File: src/rtl/mem_arb_pkg.sv
// Shared types for the two-core data-memory arbiter: default widths,
// core identifiers and the read-return tag.
package mem_arb_pkg;

  localparam int ADDR_W_DEF = 15;
  localparam int DATA_W_DEF = 16;

  typedef enum logic {
    CORE0 = 1'b0,
    CORE1 = 1'b1
  } core_id_t;

  // Marks which core owns the read data coming back from memory this cycle
  typedef struct packed {
    logic     valid;
    core_id_t core_id;
  } tag_t;

endpackage

File: src/rtl/arb_rr2.sv
// Two-request picker. Round-robin on `last` by default; with
// MEM_ARB_FIXED_PRIO_EN defined, core 0 always wins and `last` is ignored.
module arb_rr2
  import mem_arb_pkg::*;
(
  input  logic [1:0] req,
  input  core_id_t   last,
  output logic [1:0] gnt
);

`ifdef MEM_ARB_FIXED_PRIO_EN
  logic last_unused;
  assign last_unused = last;

  always_comb begin
    gnt    = 2'b00;
    gnt[0] = req[0];
    gnt[1] = req[1] & ~req[0];
  end
`else
  always_comb begin
    gnt = req;
    // On contention the core that did not win last time goes first
    if (&req) gnt = (last == CORE1) ? 2'b01 : 2'b10;
  end
`endif

endmodule

File: src/rtl/mem_arbiter.sv
// Two-to-one data-memory arbiter: combinational grant, registered memory
// command, 1-entry read-return tag. MEM_ARB_FIXED_PRIO_EN selects fixed priority.
module mem_arbiter
  import mem_arb_pkg::*;
#(
  parameter int ADDR_W = ADDR_W_DEF,
  parameter int DATA_W = DATA_W_DEF
) (
  input  logic              clk,
  input  logic              rst_n,
  input  logic              c0_req,
  input  logic              c1_req,
  input  logic              c0_we,
  input  logic              c1_we,
  input  logic [ADDR_W-1:0] c0_addr,
  input  logic [ADDR_W-1:0] c1_addr,
  input  logic [DATA_W-1:0] c0_wdata,
  input  logic [DATA_W-1:0] c1_wdata,
  output logic              c0_gnt,
  output logic              c1_gnt,
  output logic              c0_stall,
  output logic              c1_stall,
  output logic              c0_rvalid,
  output logic              c1_rvalid,
  output logic [DATA_W-1:0] c0_rdata,
  output logic [DATA_W-1:0] c1_rdata,
  output logic              mem_en,
  output logic              mem_we,
  output logic [ADDR_W-1:0] mem_addr,
  output logic [DATA_W-1:0] mem_wdata,
  input  logic [DATA_W-1:0] mem_rdata
);

  logic [1:0] req, pick, gnt;
  logic       accept;
  core_id_t   last, sel, cmd_id;
  tag_t       tag;

  assign req = {c1_req, c0_req};

  arb_rr2 u_pick (
    .req  (req),
    .last (last),
    .gnt  (pick)
  );

  // Keep every output quiet while reset is held, even with requests pending
  assign gnt      = pick & {2{rst_n}};
  assign accept   = |gnt;
  assign sel      = gnt[1] ? CORE1 : CORE0;
  assign c0_gnt   = gnt[0];
  assign c1_gnt   = gnt[1];
  assign c0_stall = rst_n & c0_req & ~gnt[0];
  assign c1_stall = rst_n & c1_req & ~gnt[1];

`ifdef MEM_ARB_FIXED_PRIO_EN
  assign last = CORE0;
`else
  always_ff @(posedge clk or negedge rst_n) begin
    if (!rst_n)      last <= CORE1;
    else if (accept) last <= sel;
  end
`endif

  always_ff @(posedge clk or negedge rst_n) begin
    if (!rst_n) begin
      mem_en    <= 1'b0;
      mem_we    <= 1'b0;
      mem_addr  <= '0;
      mem_wdata <= '0;
      cmd_id    <= CORE0;
      tag       <= '0;
    end else begin
      mem_en <= accept;
      if (accept) begin
        mem_we    <= (sel == CORE1) ? c1_we    : c0_we;
        mem_addr  <= (sel == CORE1) ? c1_addr  : c0_addr;
        mem_wdata <= (sel == CORE1) ? c1_wdata : c0_wdata;
        cmd_id    <= sel;
      end
      // Memory answers a read one cycle after the command, so the tag trails it
      tag <= '{valid: mem_en & ~mem_we, core_id: cmd_id};
    end
  end

  assign c0_rvalid = tag.valid & (tag.core_id == CORE0);
  assign c1_rvalid = tag.valid & (tag.core_id == CORE1);
  assign c0_rdata  = c0_rvalid ? mem_rdata : '0;
  assign c1_rdata  = c1_rvalid ? mem_rdata : '0;

endmodule
File: config.mk
export PLATFORM = sky130hd
export DESIGN_NAME = mem_arbiter
export DESIGN_NICKNAME = d
export VERILOG_FILES = /design/src/rtl/mem_arb_pkg.sv /design/src/rtl/arb_rr2.sv /design/src/rtl/mem_arbiter.sv
export SDC_FILE = /design/constraint.sdc
export NUM_CORES = 1
export LEC_CHECK = 0
export CORE_UTILIZATION = 25
export DETAILED_ROUTE_END_ITERATION = 7
export GPL_TIMING_DRIVEN = 1
export HOLD_SLACK_MARGIN = 0.06
export PLACE_DENSITY = 0.66
export SLEW_MARGIN = 20
export SYNTH_ARGS = -nofsm -noshare
export SYNTH_HDL_FRONTEND = slang
export SYNTH_HIERARCHICAL = 1
export SYNTH_SLANG_ARGS = --single-unit
File: constraint.sdc
create_clock -name clk -period 2.17 [get_ports clk]
set_input_delay 0.434 -clock clk [delete_from_list [all_inputs] [get_ports clk]]
set_output_delay 0.434 -clock clk [all_outputs]
set_load 0.01 [all_outputs]
== Yosys cells after proc, flatten, opt, wreduce, memory -nomap -nowiden ==
Cells that the tools add are included.
Operators by class
  add/subtract/negate cells: 0
  $mul: 0
  div/mod/pow operators: 0
  $lt $le $gt $ge: 0
  eq/ne operators: 0
  shift operators: 0
  multiplexer cells: 8
  bitwise gates (word level): 12
  reduce and logical (&&, ||, !) cells: 2
Operators with widths (count)
  2-to-1 mux 16 bit: 3
  2-to-1 mux 15 bit: 1
  AND 1 bit: 7
  2-to-1 mux 2 bit: 2
  NOT 1 bit: 4
  AND 2 bit: 1
  2-to-1 mux 1 bit: 2
  AND reduction 2 bit: 1
  OR reduction 2 bit: 1
Word-level totals
  register bits: 37
  latch bits: 0
  bits in writable memories: 0
  ROM bits: 0
  memories kept: 0

== Depth between registers and ports, before layout ==
Gate-level depths: netlist of the first run.
  depth after elaboration: 5
  depth in mapped cells: 7
  gate-level depth less buffers: 5

== Hierarchy ==
The synthesis of the first run kept the hierarchy.
By module, submodules not included
  mem_arbiter: instances 1, cells each 202, area each 1935.6 um^2, seq. area each 927.1 um^2
  arb_rr2: instances 1, cells each 3, area each 18.8 um^2, seq. area each 0.0 um^2

== Worst setup path after synthesis of the first run ==
No wires, ideal clock.
  path type: input to output
  start: input c1_req
  end: output c1_gnt
  arrival: 1.184 ns
  data required time: 1.736 ns
  setup slack: 0.552 ns
  stages on the path: 5
  cells stage by stage: a21boi_0 buf_6 nand2_1 buf_2 inv_1
On the way
  word-level cells in the longest chain between the ends: 3
RTL lines
  from (decl): line mem_arbiter.sv:12  | input logic c1_req,
  AND reduction 2 bit: line arb_rr2.sv:24  | if (&req) gnt = (last == CORE1) ? 2'b01 : 2'b10;
  2-to-1 mux 2 bit (*): line arb_rr2.sv:24
  AND 2 bit (*): line mem_arbiter.sv:48  | assign gnt = pick & {2{rst_n}};
  to (decl): line mem_arbiter.sv:20  | output logic c1_gnt,
Every way passes the cells marked *; elsewhere a longest branch is shown, timed or not.

== Worst setup path after layout of the first run ==
  start: register tag[0] (netlist bit)
  end: output c0_rdata[11]
On the way
  word-level cells in the longest chain between the ends: 3
RTL lines
  from (decl): line mem_arbiter.sv:37  | tag_t tag;
  from (signal assigned): line mem_arbiter.sv:82  | tag <= '{valid: mem_en & ~mem_we, core_id: cmd_id};
  NOT 1 bit: line mem_arbiter.sv:86  | assign c0_rvalid = tag.valid & (tag.core_id == CORE0);
  AND 1 bit: line mem_arbiter.sv:86
  2-to-1 mux 16 bit: line mem_arbiter.sv:88  | assign c0_rdata = c0_rvalid ? mem_rdata : '0;
  to (decl): line mem_arbiter.sv:25  | output logic [DATA_W-1:0] c0_rdata,
No other way between the ends.

==> metrics.log, run 1 <==
INFO  metric status = finished, final reports clean
INFO  metric grt_pass1_wl = 11.38 mm
INFO  metric worst_setup_hold_path_clk_slew = 80 ps
INFO  metric min_path_type = input port to asynchronous set/reset pin
INFO  metric synth.ff_latch_count = 37
INFO  metric launch_instance_of_the_worst_register_to_register_path = last$_DFFE_PN1P_
INFO  metric arrival = approximately 1700 ps
INFO  metric crit_path_start_kind = flip-flop
INFO  metric worstSkewPairLatency = a little under 300 ps
INFO  metric maxSlewHeadroom = roughly half
INFO  metric grt_util_all_layers = 17.09%
INFO  metric synth_flop_cell = sky130_fd_sc_hd__dfrtp_1
INFO  metric async_flop_share = 100.0%
INFO  metric worstReg2RegEnd = mem_addr[2]$_DFFE_PN0P_
INFO  metric gp_routability_congestion = 0.7054
INFO  metric detail_route.first_pass.iterations = 4
INFO  metric final_area = about 0.0037 mm²
INFO  metric chipWidth = 90.42 µm
INFO  metric netlist_area = 0.001954 mm²
INFO  metric crit_required = 1740 ps
INFO  metric max_cap_viol_count = 0
INFO  metric synth_top_area_share = 46.09%
INFO  metric cts_tree = built
INFO  metric detailed_route_wl = between 7 and 8 mm
INFO  metric worst-path-max-fanout = 9
INFO  metric numCtsBuffers = 5
INFO  metric ratio_of_cells_with_drive_above_1_in_the_final_layout = 6.180%
INFO  metric insertedDiodeCount = 0
INFO  metric min_period_over_period = 96.55%
INFO  metric yosys_warnings = 6
INFO  metric synth_edf_count = 0
INFO  metric std_cell_rows = 31
INFO  metric synth_seq_area_share = between 40% and 50%
INFO  metric detail_route.iter0.violations = 78
INFO  metric cts.root.buffer_cell = sky130_fd_sc_hd__clkbuf_8
INFO  metric mapped_avg_cell_area = ~9.5 µm²
INFO  metric finalSetupViolCount = 0
INFO  metric grt.overflow.total = 0
INFO  metric grt_pass1_vias = 2258
INFO  metric fin_total_pwr = 2.584 mW
INFO  metric worst_clock_skew = 12.27 ps
INFO  metric tightest_slew = 735.0 ps
INFO  metric layoutNonFillerInstCount = 455
INFO  metric die_area = between 0.008 and 0.009 mm²
INFO  metric largest_net_degree_at_the_start_of_global_routing = 68
INFO  metric place.port_buffers = between 150 and 200
INFO  metric core_area = 0.007408 mm²
INFO  metric htreeDepth = 2
INFO  metric boundaryPins = 155
INFO  metric setup.worst_path.end_class = output pin
INFO  metric power.density = 696.8 mW/mm²
INFO  metric finalHoldViolCount = 0
INFO  metric design.final.nets = 439
INFO  metric yosys.area.top_type = sky130_fd_sc_hd__dfrtp_1
INFO  metric slew_viol_final = 0
INFO  metric dpl.cell_count = roughly 440
INFO  metric drt.antenna.violating_nets = 0
INFO  metric cts_sinks = 37
INFO  metric dpl_cell_area = around 0.0036 mm²
INFO  metric vias_per_cell = 5.004
INFO  metric via_count = roughly 2.3k
INFO  metric crit_type = flip-flop to output pin
INFO  metric layout-area-overhead-vs-synth = 89.76%
INFO  metric initial_antenna_violation_count = 0
INFO  metric syn_inst = 205
INFO  metric holdWs = ~180 ps
INFO  metric initial_core_util = 26.38%
INFO  metric synthTopCellsByArea = sky130_fd_sc_hd__dfrtp_1, sky130_fd_sc_hd__o32ai_1, sky130_fd_sc_hd__o22ai_1, sky130_fd_sc_hd__nor2_1, sky130_fd_sc_hd__and2_1
INFO  metric min_period = 2095 ps
INFO  metric floorplan.die.height = 90.42 µm
INFO  metric drc = 0
INFO  metric avgRoutedWirePerCell = 15.43 µm
INFO  metric timing.reg2reg.worst_path_depth = 6
INFO  metric power.leakage = 1.568 nW
INFO  metric r2r_setup_slack = 450 ps
INFO  metric max_freq = 477.3 MHz
INFO  metric detailedPlacementHpwl = 4.873 mm
INFO  metric post-route-util = between 50% and 60%
INFO  metric synth.distinct_cells = 19
INFO  metric synth_fp_nets = 289
INFO  metric peakVddDrop = 0.0003280 V
INFO  metric clockBufferDepth = 2
-- routing by layer --
| layer | wire length (µm) | GRT usage (%) | vias up |
|---|---|---|---|
| met2 | 3408 | 29.77 | 124 |
| li1 | - | - | 1076 |
| met5 | 0 | 0 | - |
| met3 | 679 | 6.061 | 11 |
| met1 | 2853 | 20.27 | 1066 |
| met4 | 79 | 3.360 | 0 |
-- registers in the layout, indices dropped and copies added, names as in the netlist --
name / count
last: 1
mem_en: 1
mem_we: 1
tag: 2
mem_addr: 15
cmd_id: 1
mem_wdata: 16
-- critical path, cell delays in order, from the launching register on --
cell                              delay (ps)
sky130_fd_sc_hd__dfrtp_1                 390
sky130_fd_sc_hd__and2b_4                 310
sky130_fd_sc_hd__and2_1                  130
sky130_fd_sc_hd__clkdlybuf4s50_1         560
-- where the power goes --
group	switching, mW	internal, mW
Clock	0.255	0.293
Sequential	0.136	0.856
Combinational	0.425	0.619
-- cells in the mapped netlist (3+ instances only) --
library cell,n
sky130_fd_sc_hd__buf_6,5
sky130_fd_sc_hd__and3_1,16
sky130_fd_sc_hd__and2_1,18
sky130_fd_sc_hd__dfrtp_1,36
sky130_fd_sc_hd__o32ai_1,32
sky130_fd_sc_hd__clkbuf_1,8
sky130_fd_sc_hd__buf_2,7
sky130_fd_sc_hd__nor2_1,33
sky130_fd_sc_hd__nand2_1,7
sky130_fd_sc_hd__o22ai_1,32
sky130_fd_sc_hd__inv_1,3
-- per-stage QoR --
step | setup slack [ps] | setup TNS [ps]
2_1_floorplan | 552.0 | 0
3_3_place_gp | -189.5 | -1224
3_5_place_dp | -213.9 | -2222
4_1_cts | 15.81 | 0
5_1_grt | -2.453 | -2.453
6_report | 74.79 | 0
-- worst max path at each step --
stage | start | endpoint | slack, ps | cells past startpoint
CTS | last$_DFFE_PN1P_ | c0_stall | 20 | 4
global placement | c0_req | c0_gnt | -190 | 5
floorplan | c1_req | c1_gnt | 550 | 5
finish | tag[0]$_DFF_PN0_ | c0_rdata[11] | 70 | 3
global route | tag[0]$_DFF_PN0_ | c0_rdata[11] | -2 | 3
detailed placement | c0_req | c0_gnt | -210 | 5
-- kinds of logic (layout without fill, tap and decap cells) --
group / after synthesis / after routing / share of synthesized area, %
and+or+nand+nor: 78 / 79 / 20.04
DFF: 37 / 37 / 47.44
buffers and inverters: 24 / 174 / 7.170
AOI/OAI and AO/OA: 66 / 66 / 25.35
-- cell usage in the layout, fill, tap and decap left out --
master                            Yosys  routed
sky130_fd_sc_hd__and2b_4              0       1
sky130_fd_sc_hd__nor2_1              33      33
sky130_fd_sc_hd__inv_6                0       1
sky130_fd_sc_hd__clkdlybuf4s50_1      0     145
sky130_fd_sc_hd__clkbuf_8             0       7
sky130_fd_sc_hd__a21boi_2             0       1
sky130_fd_sc_hd__and2b_2              0       1
sky130_fd_sc_hd__o32ai_1             32      32
sky130_fd_sc_hd__nand2_1              7       7
sky130_fd_sc_hd__a21boi_4             0       1
sky130_fd_sc_hd__and2_1              18      18
sky130_fd_sc_hd__dlygate4sd2_1        0       3
sky130_fd_sc_hd__dfrtp_1             36      36
sky130_fd_sc_hd__nor2b_1              1       1
sky130_fd_sc_hd__buf_12               0       1
sky130_fd_sc_hd__dlygate4sd3_1        0       1
sky130_fd_sc_hd__dfstp_2              1       1
sky130_fd_sc_hd__inv_1                3       3
sky130_fd_sc_hd__and3_1              16      16
sky130_fd_sc_hd__o22ai_1             32      32
sky130_fd_sc_hd__or2_1                1       1
sky130_fd_sc_hd__buf_2                7       1
sky130_fd_sc_hd__dlymetal6s2s_1       0       5
sky130_fd_sc_hd__and3b_1              1       1
sky130_fd_sc_hd__buf_4                1       7
-- cell type report --
type | instances | area (µm²)
clock inverter | 1 | 8.758
timing repair buffer | 163 | 1628
tap | 99 | 123.9
inverter | 3 | 11.26
multi-input combinational | 145 | 913.4
clock buffer | 7 | 96.34
fill | 698 | 3700
sequential | 37 | 927.1
-- what timing repair did --
| item | in CTS | in global routing |
|---|---|---|
| gates cloned | 0 | 1 |
| resized for setup | 6 | 6 |
| setup endpoints to repair | 21 | 18 |
| buffers inserted | 1 | 0 |
| endpoints found under the hold margin | 1 | 0 |
| hold buffers | 1 | 0 |
Power figures use the tool's default switching activity.
==> inputs of run 2 (changes only) <==
Settings changed: CTS_CLUSTER_DIAMETER set to 150, GPL_TIMING_DRIVEN 1 to 0, REMOVE_ABC_BUFFERS set to 1.
==> metrics.log, run 2 (synthesized netlist as in run 1, its figures left out) <==
INFO  metric numCtsBuffers = 5 (unchanged)
INFO  metric floorplan.die.height = 90.42 µm (unchanged)
INFO  metric detailed_route_wl = 7.599 mm (+8.2%)
INFO  metric largest_reg_flops = 16 (unchanged)
INFO  metric place.port_buffers = 154 (unchanged)
INFO  metric post-route-util = 51.70% (+1.6 points)
INFO  metric maxSlewHeadroom = 66.67% (+16 points)
INFO  metric tightest_slew = 500.0 ps (-235.0 ps)
INFO  metric setup_tns = 0 ps (unchanged)
INFO  metric min_period_over_period = 96.76% (+0.21 points)
INFO  metric htreeDepth = 2 (unchanged)
INFO  metric cts_hold_repair.buffers = 0 (-1)
INFO  metric grt_pass1_wl = 12.19 mm (+7.2%)
INFO  metric power.combinational.fraction = 42.7% (+2.3 points)
INFO  metric initial_core_util = 26.38% (unchanged)
INFO  metric fin_total_pwr = 2.600 mW (+0.61%)
INFO  metric crit_type = flip-flop to output pin
INFO  metric power_frac_clock = 19.2% (-2.0 points)
INFO  metric clockBufferDepth = 2 (unchanged)
INFO  metric grt_util_all_layers = 18.71% (+1.6 points)
INFO  metric insertedDiodeCount = 0 (unchanged)
INFO  metric layout_commonest_cell = sky130_fd_sc_hd__clkdlybuf4s50_1
INFO  metric core_area = 0.007408 mm² (unchanged)
INFO  metric die_area = 0.008175 mm² (unchanged)
INFO  metric crit_path_start_kind = flip-flop
INFO  metric cts_sinks = 37 (unchanged)
INFO  metric cts.root.buffer_cell = sky130_fd_sc_hd__clkbuf_8
INFO  metric crit_required = 1740 ps (about the same)
INFO  metric boundaryPins = 155 (unchanged)
INFO  metric layout_top_registers = mem_wdata (16), mem_addr (15), tag (2)
INFO  metric placement.setup.worst_slack = -1107 ps (-892.8 ps)
INFO  metric grt_pass1_vias = 2331 (+3.2%)
INFO  metric setup.worst_path.end_class = output pin
INFO  metric worstSkewPairLatency = 280 ps (about the same)
INFO  metric worst_path_max_delay_cell = sky130_fd_sc_hd__clkdlybuf4s50_1
INFO  metric timing.reg2reg.worst_path_depth = 7 (+1)
INFO  metric chipWidth = 90.42 µm (unchanged)
INFO  metric status = finished, final reports clean
INFO  metric detailedPlacementHpwl = 4.705 mm (-3.4%)
INFO  metric arrival = 1670 ps (about the same)
INFO  metric finalHoldViolCount = 0 (unchanged)
INFO  metric gp_routability_congestion = 0.6730 (-4.6%)
INFO  metric std_cell_rows = 31 (unchanged)
INFO  metric final.fill_count = 678 (-2.9%)
INFO  metric design.final.nets = 446 (+1.6%)
INFO  metric final.setup.worst_slack = 70.34 ps (-4.451 ps)
INFO  metric initial_antenna_violation_count = 0 (unchanged)
INFO  metric pwr-share-seq = 38.1% (-0.3 points)
INFO  metric layout-area-overhead-vs-synth = 95.97%
INFO  metric worst_setup_hold_path_clk_slew = 80 ps (about the same)
INFO  metric cts_tree = built
INFO  metric slew_viol_final = 0 (unchanged)
INFO  metric max_freq = 476.3 MHz (-0.21%)
INFO  metric worst_clock_skew = 9.741 ps (-2.526 ps)
INFO  metric grt.overflow.total = 0 (unchanged)
INFO  metric min_path_type = input port to asynchronous set/reset pin
INFO  metric largest_net_degree_at_the_start_of_global_routing = 44 (-35%)
INFO  metric grt_setup_unrepaired = no
INFO  metric avgRoutedWirePerCell = 16.45 µm (+6.6%)
INFO  metric worst-path-max-fanout = 8 (-1)
INFO  metric detail_route.first_pass.iterations = 4 (unchanged)
INFO  metric max_cap_viol_count = 0 (unchanged)
INFO  metric power.net_switching = 0.8259 mW (+1.3%)
INFO  metric drc = 0 (unchanged)
INFO  metric via_count = 2307 (+1.3%)
INFO  metric ratio_of_cells_with_drive_above_1_in_the_final_layout = 9.366% (+3.2 points)
INFO  metric min_period = 2100 ps (+4.451 ps)
INFO  metric most-common-layout-cells = sky130_fd_sc_hd__clkdlybuf4s50_1, sky130_fd_sc_hd__dfrtp_1, sky130_fd_sc_hd__nor2_1
INFO  metric drt.antenna.violating_nets = 0 (unchanged)
INFO  metric peakVddDrop = 0.0003848 V (+17%)
INFO  metric power.density = 678.8 mW/mm² (-2.6%)
INFO  metric internal_power = 1.774 mW (+0.31%)
INFO  metric vias_per_cell = 4.994 (-0.22%)
INFO  metric power.leakage = 1.585 nW (+1.1%)
INFO  metric detail_route.iter0.violations = 66 (-15%)
INFO  metric power.switching_fraction = 31.77% (+0.20 points)
INFO  metric timing.critical_path.cells = and2b_2 > and2_1 > clkdlybuf4s50_1
INFO  metric largest-register = mem_wdata
INFO  metric critPathMaxStageDelay = 530 ps (-30 ps)
INFO  metric finalSetupViolCount = 0 (unchanged)
## run 2: cell types whose count changed in the layout (fill, tap and decap cells not counted), sizes merged
cell,before,now
buf,9,14
bufbuf,0,1
clkbuf,7,8
clkdlybuf4s15,0,1
dlygate4sd2,3,5
dlygate4sd3,1,0
dlymetal6s2s,5,2
inv,4,3
nand2,7,9
## run 2: routing by layer
metal  routed length, µm  share of wire [%]  GRT usage (%)
met5                   0                  0              0
met4                  21               0.28          4.032
met1                3166                 42          21.94
met2                3712                 49          32.63
met3                 698                9.2          6.734
## run 2: metrics by stage
step | area, µm² | hold slack (ps) | instances
finish | 3830 | 107.2 | 462
global route | 3830 | 120.5 | 462
CTS | 3815 | 104.1 | 461
detailed placement | 3552 | 362.6 | 439
global placement | 3491 | 359.1 | 437
floorplan | 1826 | 138.4 | 184
## run 2: final timing paths
kind	start	to	slack [ps]
min in group clk	cmd_id$_DFFE_PN0P_	tag[0]$_DFF_PN0_	370
max in group asynchronous	rst_n	tag[1]$_DFF_PN0_	1470
hold / removal	rst_n	mem_wdata[7]$_DFFE_PN0P_	110
setup / recovery	tag[0]$_DFF_PN0_	c0_rdata[15]	70
hold reg to reg	cmd_id$_DFFE_PN0P_	tag[0]$_DFF_PN0_	370
setup reg to reg	last$_DFFE_PN1P_	mem_wdata[10]$_DFFE_PN0P_	360
## run 2: final cells by class
| type | count | area [µm²] | share of cell area (%) |
|---|---|---|---|
| Timing Repair Buffer | 168 | 1702 | 44.43 |
| Multi-Input combinational cell | 147 | 973.4 | 25.42 |
| Sequential cell | 37 | 929.6 | 24.27 |
| Tap cell | 99 | 123.9 | 3.234 |
| Clock buffer | 8 | 90.09 | 2.352 |
| Inverter | 3 | 11.26 | 0.2940 |
## run 2: repair_timing
item / CTS / global route
setup buffers: 10 / 1
pin swaps: 2 / 1
setup endpoints to repair: 54 / 4
gates resized for setup: 19 / 3
hold endpoints to repair: 0 / 0
gates cloned: 4 / 0
## run 2: worst max-delay path, delay by kind of cell, from the launching register on
family / cells / cell delay [ps]
buffers and inverters: 1 / 530
flip-flops: 1 / 420
AND/OR/NAND/NOR: 2 / 430
## run 2: power groups by stage
stage	registers, mW	clock network, mW	logic, mW
6_report	0.991	0.498	1.11
3_3_place_gp	1.01	0	0.991
5_1_grt	1.02	0.546	1.20
4_1_cts	0.991	0.522	1.12
3_5_place_dp	1.02	0	1.02
2_1_floorplan	1.06	0	0.299
